<file path="config.mk">
export PLATFORM = sky130hd
export DESIGN_NAME = nibble_serial_subtractor
export DESIGN_NICKNAME = d
export VERILOG_FILES = /design/src/rtl/cla_pkg.sv /design/src/rtl/cla4_slice.sv /design/src/rtl/nibble_serial_subtractor.sv
export SDC_FILE = /design/constraint.sdc
export NUM_CORES = 1
export LEC_CHECK = 0
export ABC_AREA = 1
export CAP_MARGIN = 20
export CORE_MARGIN = 5
export CORE_UTILIZATION = 51
export CTS_BUF_LIST = sky130_fd_sc_hd__clkbuf_16
export CTS_CLUSTER_DIAMETER = 30
export DETAILED_ROUTE_END_ITERATION = 7
export GPL_TIMING_DRIVEN = 0
export PLACE_DENSITY = 0.78
export SLEW_MARGIN = 20
export SYNTH_ARGS = -nofsm -noshare
export SYNTH_HDL_FRONTEND = slang
export SYNTH_SLANG_ARGS = --single-unit
</file>
<file path="constraint.sdc">
create_clock -name clk -period 3.5 [get_ports clk]
set_input_delay 0.35 -clock clk [delete_from_list [all_inputs] [get_ports clk]]
set_output_delay 0.35 -clock clk [all_outputs]
set_load 0.1 [all_outputs]
</file>
<file path="src/rtl/cla_pkg.sv">
// Shared definitions for the nibble-serial subtract datapath: slice width,
// control states and the nibble index width helper.
package cla_pkg;

  localparam int NIB_W = 4;

  typedef enum logic [1:0] {
    IDLE = 2'd0,
    RUN  = 2'd1,
    DONE = 2'd2
  } state_e;

  // Index width for NIB nibbles; a single-nibble operand still needs one bit.
  function automatic int idx_w(input int nib);
    return (nib <= 1) ? 1 : $clog2(nib);
  endfunction

endpackage

</file>
<file path="src/rtl/cla4_slice.sv">
// 4-bit carry-lookahead adder slice with flattened carry equations.
module cla4_slice
  import cla_pkg::*;
(
  input  logic [NIB_W-1:0] a,
  input  logic [NIB_W-1:0] b,
  input  logic             cin,
  output logic [NIB_W-1:0] sum,
  output logic             cout
);

  logic [3:0] p, g;
  logic       c1, c2, c3;

  assign p = a ^ b;
  assign g = a & b;

  assign c1   = g[0] | (p[0] & cin);
  assign c2   = g[1] | (p[1] & g[0]) | (p[1] & p[0] & cin);
  assign c3   = g[2] | (p[2] & g[1]) | (p[2] & p[1] & g[0]) | (p[2] & p[1] & p[0] & cin);
  assign cout = g[3] | (p[3] & g[2]) | (p[3] & p[2] & g[1]) | (p[3] & p[2] & p[1] & g[0])
              | (p[3] & p[2] & p[1] & p[0] & cin);

  assign sum = p ^ {c3, c2, c1, cin};

endmodule

</file>
<file path="src/rtl/nibble_serial_subtractor.sv">
// Multi-cycle a - b - bin, one nibble per clock LSB first, via one cla4_slice.
// Optional signed-overflow output enabled by defining CLA_SUB_OVF_EN.
module nibble_serial_subtractor
  import cla_pkg::*;
#(
  parameter int WIDTH = 16
) (
  input  logic             clk,
  input  logic             rst_n,
  input  logic             in_valid,
  output logic             in_ready,
  input  logic [WIDTH-1:0] a,
  input  logic [WIDTH-1:0] b,
  input  logic             bin,
  output logic             out_valid,
  input  logic             out_ready,
  output logic [WIDTH-1:0] diff,
  output logic             bout,
  output logic             zero
`ifdef CLA_SUB_OVF_EN
  ,
  output logic             ovf
`endif
);

  localparam int NIB   = WIDTH / NIB_W;
  localparam int IDX_W = idx_w(NIB);
  localparam logic [IDX_W-1:0] LAST = IDX_W'(NIB - 1);

  state_e           st;
  logic [WIDTH-1:0] a_q, nb_q;
  logic             carry;
  logic [IDX_W-1:0] idx;

  logic [NIB_W-1:0] sl_a, sl_b, sl_sum;
  logic             sl_cout;
  logic [WIDTH-1:0] diff_nxt;

  assign sl_a = a_q[int'(idx)*NIB_W +: NIB_W];
  assign sl_b = nb_q[int'(idx)*NIB_W +: NIB_W];

  cla4_slice u_slice (
    .a    (sl_a),
    .b    (sl_b),
    .cin  (carry),
    .sum  (sl_sum),
    .cout (sl_cout)
  );

  // Accumulator with the current nibble merged in, so zero sees the full result.
  always_comb begin
    diff_nxt = diff;
    diff_nxt[int'(idx)*NIB_W +: NIB_W] = sl_sum;
  end

  assign in_ready  = (st == IDLE);
  assign out_valid = (st == DONE);

  always_ff @(posedge clk or negedge rst_n) begin
    if (!rst_n) begin
      st    <= IDLE;
      a_q   <= '0;
      nb_q  <= '0;
      carry <= 1'b0;
      idx   <= '0;
      diff  <= '0;
      bout  <= 1'b0;
      zero  <= 1'b0;
`ifdef CLA_SUB_OVF_EN
      ovf   <= 1'b0;
`endif
    end else begin
      case (st)
        IDLE: if (in_valid) begin
          a_q   <= a;
          nb_q  <= ~b;
          carry <= ~bin;
          idx   <= '0;
          diff  <= '0;
          st    <= RUN;
        end
        RUN: begin
          diff  <= diff_nxt;
          carry <= sl_cout;
          idx   <= idx + 1'b1;
          if (idx == LAST) begin
            bout <= ~sl_cout;
            zero <= (diff_nxt == '0);
`ifdef CLA_SUB_OVF_EN
            // b's MSB is the inverse of the latched ~b.
            ovf  <= (a_q[WIDTH-1] == nb_q[WIDTH-1]) && (sl_sum[NIB_W-1] != a_q[WIDTH-1]);
`endif
            st   <= DONE;
          end
        end
        DONE: if (out_ready) st <= IDLE;
        default: st <= IDLE;
      endcase
    end
  end

endmodule

</file>
==> impl_metrics.yaml <==
critical_path:
  crit_top_cell: "nor2_1"
  required_ns: 3.74
  crit_type: "flop to flop"
  crit_chain: "buf_4 > clkbuf_1 > buf_2 > nor2_1 > o22ai_1 > fa_1 > nand3_1 > o21ai_1 > nor2_1 > nand2_1 > nor2_1 > nand2_1 > nor2_1 > nand4_1 > nand2_1"
  cp-start-kind: "flop"
  path_max_fanout: 10
  cpMaxStageDelayCell: "fa_1"
  cp-end-kind: "flop"
  r2r-end: "zero"
  cp_num_cells: 15
  reg2reg_depth: 15
  slowest_delay_ns: 0.55
  arrival_ns: 3.43
  crit_family: "simple AND/OR/NAND/NOR gates"
  r2r_setup_slack_ns: 0.31
  r2r-start: "idx[0]"
  worst-path-buf-inv: 3
clock_tree:
  cts_setup_buffers: 0
  cts_tree: "done"
  clk_pin_slew_ns: 0.07
  cts_made_buffers: 5
  cts_root_buffer: "clkbuf_16"
  clk_latency_ns: 0.29
  cts_resized: 0
  cts_max_path_buffers: 2
  htreeDepth: 2
  clock_sinks: 55
  cts_hold_buf: 0
placed_design:
  dp.cells: 477
  gp_congestion: 0.875
  numPortBuffers: 56
  dp_hpwl_mm: 5.20
synth:
  syn_inst: 349
  yosys_register_bits: 55
  syn_nets: 398
  synth_area_per_cell_sq_um: 8.11
  syn_area_sq_mm: 0.00283
  yosys.cell_types.count: 31
  yosysWarnings: 0
  seq_area_frac_synth: 0.486
routing:
  final_antenna_net_count: 0
  first_iter_violations: 97
  first_pass_iters: 4
  routed_wl_mm: 7.00
  drc: 0
  via_per_inst: 5.34
  wl_per_cell_microns: 14.4
  dr_total_vias: 2591
global_route:
  gr-total-overflow: 0
  antenna_found_initial: 0
  grt_pass1_wl_mm: 11.6
  grt_max_degree: 56
  grt_pass1_vias: 2538
  grtUsageTotal: 0.201
outcome:
  status: "finished clean"
sta:
  hold_slack_ns: 0.0966
  setup_viol: 0
  finClkSkew_ns: 0.00423
  grt_setup_unrepaired: "false"
  final.period_utilization: 0.912
  slew_viol_final: 0
  worst_pin_slew_ns: 0.971
  fin_setup_tns_ns: 0
  fmaxAchievable_ghz: 0.313
  relSlewSlack: 0.351
  fin_crit_ns: 3.19
  hold_viol: 0
final_layout:
  drive_above_1_share: 0.0751
  final_nets: 461
  fillerInstances: 472
  final_util: 0.666
  diodes: 0
  layout.cells.non_filler: 485
  area_growth_pct: 28.0
floorplanning:
  die_area_sq_mm: 0.00714
  initial_core_util: 0.521
  coreArea_sq_mm: 0.00544
  die_w_microns: 84.5
  die_h_microns: 84.5
  fp-row-count: 27
  pin_count: 57
flow_run:
  maxCapViolCount: 0
worst_hold_path:
  hp-class: "input pin to asynchronous set/reset pin"
==> sequential cells by signal, summed over array words and instances (netlist names) <==
| name | count |
|---|---|
| st | 2 |
| nb_q | 16 |
| a_q | 16 |
| idx | 2 |
| carry | 1 |
| diff | 16 |
| bout | 1 |
| zero | 1 |
==> through the flow <==
stage / setup WS (ns) / cell area, sq um
2_1_floorplan: 0.939 / 2830
3_3_place_gp: 0.368 / 3480
3_5_place_dp: 0.372 / 3480
4_1_cts: 0.321 / 3620
5_1_grt: 0.0791 / 3620
6_report: 0.309 / 3620
==> final cells by class <==
| class | count | area, sq um | share of cell area |
|---|---|---|---|
| repair buffers | 56 | 558 | 0.154 |
| clock inverters | 3 | 20.0 | 0.00552 |
| multi-input cells | 257 | 1300 | 0.359 |
| clock buffers | 5 | 125 | 0.0345 |
| well taps | 72 | 90.1 | 0.0249 |
| plain buffers | 12 | 60.1 | 0.0166 |
| inverters | 25 | 93.8 | 0.0259 |
| flip-flops and latches | 55 | 1380 | 0.380 |
==> cells by family (layout without fill, tap and decap cells) <==
family,Yosys count,count (layout),synth area share
simple gates,178,178,0.265
flops,55,55,0.486
buf+inv,37,101,0.0543
compound gates,67,67,0.139
fa+ha+maj,12,12,0.0557
==> routing by layer <==
layer	GRT usage	vias to the layer above	part of all wire	wire, microns
met5	0	-	0	0
met3	0.0353	9	0.055	387
met1	0.236	1233	0.39	2760
li1	-	1267	-	-
met4	0.0647	0	0.015	106
met2	0.371	82	0.54	3750
==> synthesized netlist by cell type <==
cell type,count,area share
nand2_1,119,0.16
dfrtp_1,55,0.49
o21ai_0,35,0.062
nor2_1,32,0.042
inv_1,18,0.024
o22ai_1,13,0.029
ha_1,11,0.049
a22o_1,9,0.028
nand3_1,8,0.014
clkbuf_1,6,0.0080
inv_2,6,0.0080
nand4_1,6,0.013
o21ai_1,5,0.0088
nand2_2,4,0.0088
nor2_2,4,0.0088
buf_2,3,0.0053
a21o_1,1,0.0027
a21oi_1,1,0.0018
a31oi_1,1,0.0022
and2_1,1,0.0022
buf_1,1,0.0013
buf_4,1,0.0027
buf_6,1,0.0040
clkinv_1,1,0.0013
fa_1,1,0.0071
nand2_4,1,0.0040
nor2_4,1,0.0040
nor2_8,1,0.0071
o211ai_1,1,0.0027
o31ai_1,1,0.0027
or2_1,1,0.0022
==> worst max-delay path by stage <==
stage                     startpoint   end  slack [ns]
after floorplan               idx[0]  zero        0.94
after global placement        idx[0]  zero        0.37
after detailed placement      idx[0]  zero        0.37
after CTS                     idx[0]  zero        0.32
after global routing          idx[0]  zero        0.08
final                         idx[0]  zero        0.31
==> placed cells by master (no fill, tap or decap) <==
cell,n
a21o_1,1
a21oi_1,1
a22o_1,9
a31oi_1,1
and2_1,1
buf_1,1
buf_2,3
buf_4,2
buf_6,1
clkbuf_1,6
clkbuf_16,5
clkdlybuf4s50_1,55
clkinv_1,1
clkinv_2,1
clkinvlp_4,2
dfrtp_1,55
fa_1,1
ha_1,11
inv_1,18
inv_2,6
nand2_1,119
nand2_2,4
nand2_4,1
nand3_1,8
nand4_1,6
nor2_1,32
nor2_2,4
nor2_4,1
nor2_8,1
o211ai_1,1
o21ai_0,35
o21ai_1,5
o22ai_1,13
o31ai_1,1
or2_1,1
Power is left out: the tool's default activity adds up to more than one toggle a clock period on the data nets, which glitch-free logic cannot reach.
